## config.mk

```make
export PLATFORM = sky130hd
export DESIGN_NAME = button_action_unit
export DESIGN_NICKNAME = d
export VERILOG_FILES = /design/src/rtl/button_pkg.sv /design/src/rtl/button_channel.sv /design/src/rtl/button_action_unit.sv
export SDC_FILE = /design/constraint.sdc
export NUM_CORES = 1
export LEC_CHECK = 0
export CAP_MARGIN = 10
export CELL_PAD_IN_SITES_DETAIL_PLACEMENT = 0
export CELL_PAD_IN_SITES_GLOBAL_PLACEMENT = 1
export CORE_AREA = 2 2 114 116
export CTS_BUF_LIST = sky130_fd_sc_hd__clkbuf_8
export CTS_CLUSTER_SIZE = 28
export DETAILED_ROUTE_END_ITERATION = 12
export DIE_AREA = 0 0 116 118
export MAX_ROUTING_LAYER = met4
export PLACE_DENSITY = 0.95
export SLEW_MARGIN = 20
export SYNTH_ARGS = -nofsm -noshare
export SYNTH_HDL_FRONTEND = slang
export SYNTH_SLANG_ARGS = --single-unit
export TNS_END_PERCENT = 30
```

## constraint.sdc

```tcl
create_clock -name clk -period 3.5 [get_ports clk]
set_input_delay 0.7 -clock clk [delete_from_list [all_inputs] [get_ports clk]]
set_output_delay 0.7 -clock clk [all_outputs]
set_load 0.01 [all_outputs]
```

## src/rtl/button_pkg.sv

```systemverilog
// Shared types and 50 MHz timing defaults for the push-button action unit.
// Latency: n/a (package only).
// Backpressure: n/a (package only).
package button_pkg;

    // Per-channel debounce / repeat state
    typedef enum logic [2:0] {
        IDLE        = 3'd0,
        DEB_PRESS   = 3'd1,
        HOLD        = 3'd2,
        REPEAT      = 3'd3,
        DEB_RELEASE = 3'd4
    } btn_state_e;

    // Default timing at 50 MHz: 10 ms debounce, 300 ms repeat delay, 100 ms repeat period
    localparam int DEF_NUM_BTN         = 4;
    localparam int DEF_DEBOUNCE_CYCLES = 500000;
    localparam int DEF_REPEAT_DELAY    = 15000000;
    localparam int DEF_REPEAT_PERIOD   = 5000000;

    // Counter width: enough bits to reach the largest cycle count minus one
    function automatic int cnt_width(input int a, input int b, input int c);
        int m;
        m = a;
        if (b > m) m = b;
        if (c > m) m = c;
        return (m < 2) ? 1 : $clog2(m);
    endfunction

endpackage

```

## src/rtl/button_channel.sv

```systemverilog
// One button: debounce FSM plus shared counter, emits press/repeat strobes and the debounced level.
// Latency: press pulse DEBOUNCE_CYCLES-1 edges after first high sample; outputs registered.
// Backpressure: none; pulses are fire-and-forget strobes.
// Hold-to-repeat is compiled in only when BUTTON_AUTO_REPEAT_EN is defined.
module button_channel
    import button_pkg::*;
#(
    parameter int DEBOUNCE_CYCLES = DEF_DEBOUNCE_CYCLES,
    parameter int REPEAT_DELAY    = DEF_REPEAT_DELAY,
    parameter int REPEAT_PERIOD   = DEF_REPEAT_PERIOD
) (
    input  logic clk,
    input  logic reset,
    input  logic btn_in,
    output logic pulse,
    output logic held
);

    localparam int CNT_W = cnt_width(DEBOUNCE_CYCLES, REPEAT_DELAY, REPEAT_PERIOD);

    localparam logic [CNT_W-1:0] DEB_LAST = CNT_W'(DEBOUNCE_CYCLES - 1);
`ifdef BUTTON_AUTO_REPEAT_EN
    localparam logic [CNT_W-1:0] DLY_LAST = CNT_W'(REPEAT_DELAY - 1);
    localparam logic [CNT_W-1:0] PER_LAST = CNT_W'(REPEAT_PERIOD - 1);
`endif

    btn_state_e       state_q, state_d;
    logic [CNT_W-1:0] cnt_q, cnt_d;
    logic             pulse_q, pulse_d;
    logic             held_q, held_d;

    // Next-state, counter and output decode; outputs are computed here and registered below
    always_comb begin
        state_d = state_q;
        cnt_d   = cnt_q;
        pulse_d = 1'b0;
        held_d  = held_q;
        case (state_q)
            IDLE: begin
                held_d = 1'b0;
                if (btn_in) begin
                    state_d = DEB_PRESS;
                    cnt_d   = CNT_W'(1);
                end
            end
            DEB_PRESS: begin
                if (!btn_in) begin
                    // Bounce: drop back without ever announcing the press
                    state_d = IDLE;
                    cnt_d   = '0;
                end else if (cnt_q == DEB_LAST) begin
                    state_d = HOLD;
                    cnt_d   = '0;
                    pulse_d = 1'b1;
                    held_d  = 1'b1;
                end else begin
                    cnt_d = cnt_q + CNT_W'(1);
                end
            end
            HOLD: begin
                if (!btn_in) begin
                    state_d = DEB_RELEASE;
                    cnt_d   = CNT_W'(1);
`ifdef BUTTON_AUTO_REPEAT_EN
                end else if (cnt_q == DLY_LAST) begin
                    state_d = REPEAT;
                    cnt_d   = '0;
                    pulse_d = 1'b1;
                end else begin
                    cnt_d = cnt_q + CNT_W'(1);
                end
`else
                end else begin
                    // Without auto-repeat the counter idles until release
                    cnt_d = '0;
                end
`endif
            end
`ifdef BUTTON_AUTO_REPEAT_EN
            REPEAT: begin
                if (!btn_in) begin
                    state_d = DEB_RELEASE;
                    cnt_d   = CNT_W'(1);
                end else if (cnt_q == PER_LAST) begin
                    cnt_d   = '0;
                    pulse_d = 1'b1;
                end else begin
                    cnt_d = cnt_q + CNT_W'(1);
                end
            end
`endif
            DEB_RELEASE: begin
                held_d = 1'b1;
                if (btn_in) begin
                    // Release glitch: back to HOLD, repeat delay starts over, no pulse
                    state_d = HOLD;
                    cnt_d   = '0;
                end else if (cnt_q == DEB_LAST) begin
                    state_d = IDLE;
                    cnt_d   = '0;
                    held_d  = 1'b0;
                end else begin
                    cnt_d = cnt_q + CNT_W'(1);
                end
            end
            default: begin
                state_d = IDLE;
                cnt_d   = '0;
                held_d  = 1'b0;
            end
        endcase
    end

    // State, counter and registered outputs with synchronous active-low reset
    always_ff @(posedge clk) begin
        if (!reset) begin
            state_q <= IDLE;
            cnt_q   <= '0;
            pulse_q <= 1'b0;
            held_q  <= 1'b0;
        end else begin
            state_q <= state_d;
            cnt_q   <= cnt_d;
            pulse_q <= pulse_d;
            held_q  <= held_d;
        end
    end

    assign pulse = pulse_q;
    assign held  = held_q;

endmodule

```

## src/rtl/button_action_unit.sv

```systemverilog
// Debounces NUM_BTN synchronized button levels into single-cycle action pulses (optional hold-to-repeat).
// Latency: press pulse DEBOUNCE_CYCLES-1 edges after first high sample; all outputs registered.
// Backpressure: none; channels are independent and may pulse in the same cycle.
// Hold-to-repeat is enabled by defining BUTTON_AUTO_REPEAT_EN.
module button_action_unit
    import button_pkg::*;
#(
    parameter int NUM_BTN         = DEF_NUM_BTN,
    parameter int DEBOUNCE_CYCLES = DEF_DEBOUNCE_CYCLES,
    parameter int REPEAT_DELAY    = DEF_REPEAT_DELAY,
    parameter int REPEAT_PERIOD   = DEF_REPEAT_PERIOD
) (
    input  logic               clk,
    input  logic               reset,
    input  logic [NUM_BTN-1:0] btn_in,
    output logic [NUM_BTN-1:0] pulse,
    output logic [NUM_BTN-1:0] held
);

    // One independent debounce/repeat channel per button bit
    for (genvar i = 0; i < NUM_BTN; i++) begin : g_chan
        button_channel #(
            .DEBOUNCE_CYCLES (DEBOUNCE_CYCLES),
            .REPEAT_DELAY    (REPEAT_DELAY),
            .REPEAT_PERIOD   (REPEAT_PERIOD)
        ) u_chan (
            .clk    (clk),
            .reset  (reset),
            .btn_in (btn_in[i]),
            .pulse  (pulse[i]),
            .held   (held[i])
        );
    end

endmodule

```

==> metrics.md <==
| Metric | Value |
|---|---|
| Outcome | `completed` |
| All-Layer GR Usage | `20.55%` |
| Via-to-Cell Ratio | `5.853` |
| Most area-hungry cell type in the Yosys netlist | `dfxtp_1` |
| Primary FF master, synth | `dfxtp_1` |
| Total Power | `2.598 mW` |
| Vias in the first global route | `5073` |
| CTS sink count | `116` |
| Register area | `2322 µm²` |
| R2R cell count | `6` |
| DR WL/cell | `14.22 µm` |
| Post-synth EDFFs | `0` |
| Non-Filler Instances | `929` |
| Routed Antenna Nets | `0` |
| Multi-input logic area | `3502 µm²` |
| IO Port Bufs | `13` |
| Hold path cells | `1` |
| Avg Inst Size Synth | `8.133 µm²` |
| Metal-1 WL | `6.174 mm` |
| Clock Skews | `0.01274 ns` |
| Actual slew at the worst max-slew pin | `0.7875 ns` |
| R2R Path End | `g_chan[3].u_chan.cnt_q[13]$_SDFFE_PN0N_` |
| Via count | `5437` |
| Crit path launch type | `input port` |
| Metal2 WL | `6.221 mm` |
| Post-synth cell types | `62` |
| Setup bufs post-CTS | `0` |
| Remaining DRCs | `0` |
| Wire length on met3 | `643 µm` |
| Fill count | `1199` |
| Initial Utilization | `49.40%` |
| Peak VDD IR | `319.3 µV` |
| Max-Cap Viols | `0` |
| # setup viols final | `0` |
| Synth Net Count | `764` |
| Static leakage | `2.146 nW` |
| Initial antenna violation count | `0` |
| H-tree levels | `4` |
| Share of the synthesized area in the top cell type | `37.87%` |
| Synth Warn # | `0` |
| Post-route clock period utilization | `72.48%` |
| Area Growth Syn to Fin | `8.692%` |
| Post-synthesis sequential area ratio | `37.87%` |
| Fin nets | `757` |
| Post-CTS Hold Buffers | `0` |
| CP Capture Type | `flop` |
| Post-CTS Resized | `0` |
| # diodes | `0` |
| Final Hold Viols | `0` |
| Clk buf depth | `2` |
| Crit path kind | `in2reg` |
| Clock transition at path regs | `0.07 ns` |
| Cell Area, Synth | `6132 µm²` |
| Total gr overflow | `0` |
| Top area cells in the synthesized netlist | `dfxtp_1 38%, nor2_1 6.4%, xor2_1 5.3%, xnor2_1 3.7%, nand4_1 3.5%` |
| Die width | `116 µm` |
| Slew headroom | `47.01%` |
| CTS tree | `done` |
| Req. time, crit path | `3.86 ns` |
| Hold Startpoint | `g_chan[3].u_chan.cnt_q[23]$_SDFFE_PN0N_` |
| Max Used Layer | `met4` |
| Drt total wl | `13.21 mm` |
| IO Pins | `14` |
| Root buffer cell | `clkbuf_8` |
| HP Class | `reg2reg` |
| Count of pins over their slew limit | `0` |
| CP max FO | `13` |
| Core Area | `12410 µm²` |
| GP Congestion | `0.8382` |
| First-pass GRT wire length | `22.72 mm` |
| Most frequent cells after synthesis | `116 x dfxtp_1, 104 x nor2_1, 51 x nand2_1, 41 x nand3_1, 38 x a21oi_1` |
| Final Critical Period | `2.537 ns` |
| Clock latency on the worst-skew pair | `0.43 ns` |
| Crit path DAT | `2.90 ns` |
| Post-detail-place hpwl | `9.056 mm` |
| Die Ht | `118 µm` |
| Hold EP | `g_chan[3].u_chan.cnt_q[23]$_SDFFE_PN0N_` |
| #FFs+latches synth | `116` |
| # rows | `41` |
| RSZ-0062 raised after global routing | `false` |
| Cts bufs inserted | `17` |
| Most frequent cell after synthesis | `dfxtp_1` |
| Peak Freq | `394.2 MHz` |
| Gate Count Post-Synth | `754` |
| Fraction of layout cells with a size suffix above 1 | `6.473%` |
| DRT iter0 DRCs | `352` |
| R2R Setup Slk | `1.02 ns` |
| Worst r2r src | `g_chan[3].u_chan.cnt_q[0]$_SDFFE_PN0N_` |
| Setup_tns | `0 ns` |
| Area of the die | `13690 µm²` |
| PwrDens | `389.8 nW/µm²` |
| DP Cell Count | `900` |
| DR pass1 iterations | `5` |
| Async SR Flop Fraction | `0%` |
| Largest net degree at the start of global routing | `24` |
metal layers:
metal  track usage [%]  vias to the layer above
li1                  -                     2714
met3             5.458                       17
met4             6.324                        0
met2             31.87                      141
met5                 -                        -
met1             26.17                     2565
where the power goes:
group          switching (mW)  internal, mW
clock                   0.502         0.642
combinational          0.0719        0.0391
sequential             0.0146          1.33
total                   0.588          2.01
worst max-delay path, cell delays in order:
cell             delay [ns]
clkdlybuf4s50_1        0.62
or3b_1                 0.44
a21oi_1                0.25
o21ai_0                0.24
or4b_1                 0.50
a21oi_1                0.15
worst max-delay path by stage:
| stage | startpoint | endpoint | cells after the start |
|---|---|---|---|
| after floorplan | btn_in[0] | g_chan[0].u_chan.cnt_q[21]$_SDFFE_PN0N_ | 7 |
| after global placement | btn_in[3] | g_chan[3].u_chan.cnt_q[23]$_SDFFE_PN0N_ | 6 |
| after detailed placement | btn_in[3] | g_chan[3].u_chan.cnt_q[23]$_SDFFE_PN0N_ | 6 |
| after CTS | btn_in[2] | g_chan[2].u_chan.cnt_q[11]$_SDFFE_PN0N_ | 6 |
| after global routing | btn_in[3] | g_chan[3].u_chan.cnt_q[23]$_SDFFE_PN0N_ | 6 |
| final | btn_in[2] | g_chan[2].u_chan.cnt_q[11]$_SDFFE_PN0N_ | 6 |
cell usage in the layout (no fill, tap or decap), types with 12 or more instances in the layout:
cell             count
clkdlybuf4s50_1     13
xnor2_1             26
nor4_1              25
nor2_1             104
inv_1               25
xor2_1              37
nand2_1             51
nand4_1             34
o21ai_0             27
clkbuf_8            19
nand3_1             41
nor3_1              23
dfxtp_1            116
and4_1              17
and3_1              12
a21oi_1             38
layout make-up:
cell class / count / area share [%]
multi-input cells: 570 / 52.54
clock inverters: 10 / 1.427
repair buffers: 21 / 2.853
flip-flops and latches: 116 / 34.84
clock buffers: 19 / 3.923
inverters: 21 / 1.183
well taps: 172 / 3.229
metrics by stage:
step                hold slack [ns]  utilization (%)  area [µm²]  setup slack [ns]
finish                       0.4908            53.69        6665            0.9632
global route                 0.5134            53.69        6665            0.8517
CTS                          0.4956            53.69        6665             1.007
detailed placement           0.4922            50.82        6309            0.5469
global placement             0.4720            50.82        6309            0.5778
floorplan                    0.4387                -        6132             1.347
kinds of logic after synthesis:
kind of cell               count (synthesis)  synth area share (%)
DFF                                      116                 37.87
xor gates and xnor gates                  63                 8.998
adders and majority gates                  4                0.8162
and+or+nand+nor                          382                 34.42
AOI/OAI and AO/OA                        117                 12.20
buffers and inverters                     68                 5.019
muxes                                      4                0.6733
registers in the layout, summed over array words and instances (netlist names):
| register | cells |
|---|---|
| g_chan.u_chan.cnt_q | 96 |
| g_chan.u_chan.pulse | 4 |
| g_chan.u_chan.held | 4 |
| g_chan.u_chan.state_q | 12 |
(Power assumes the default switching activity.)
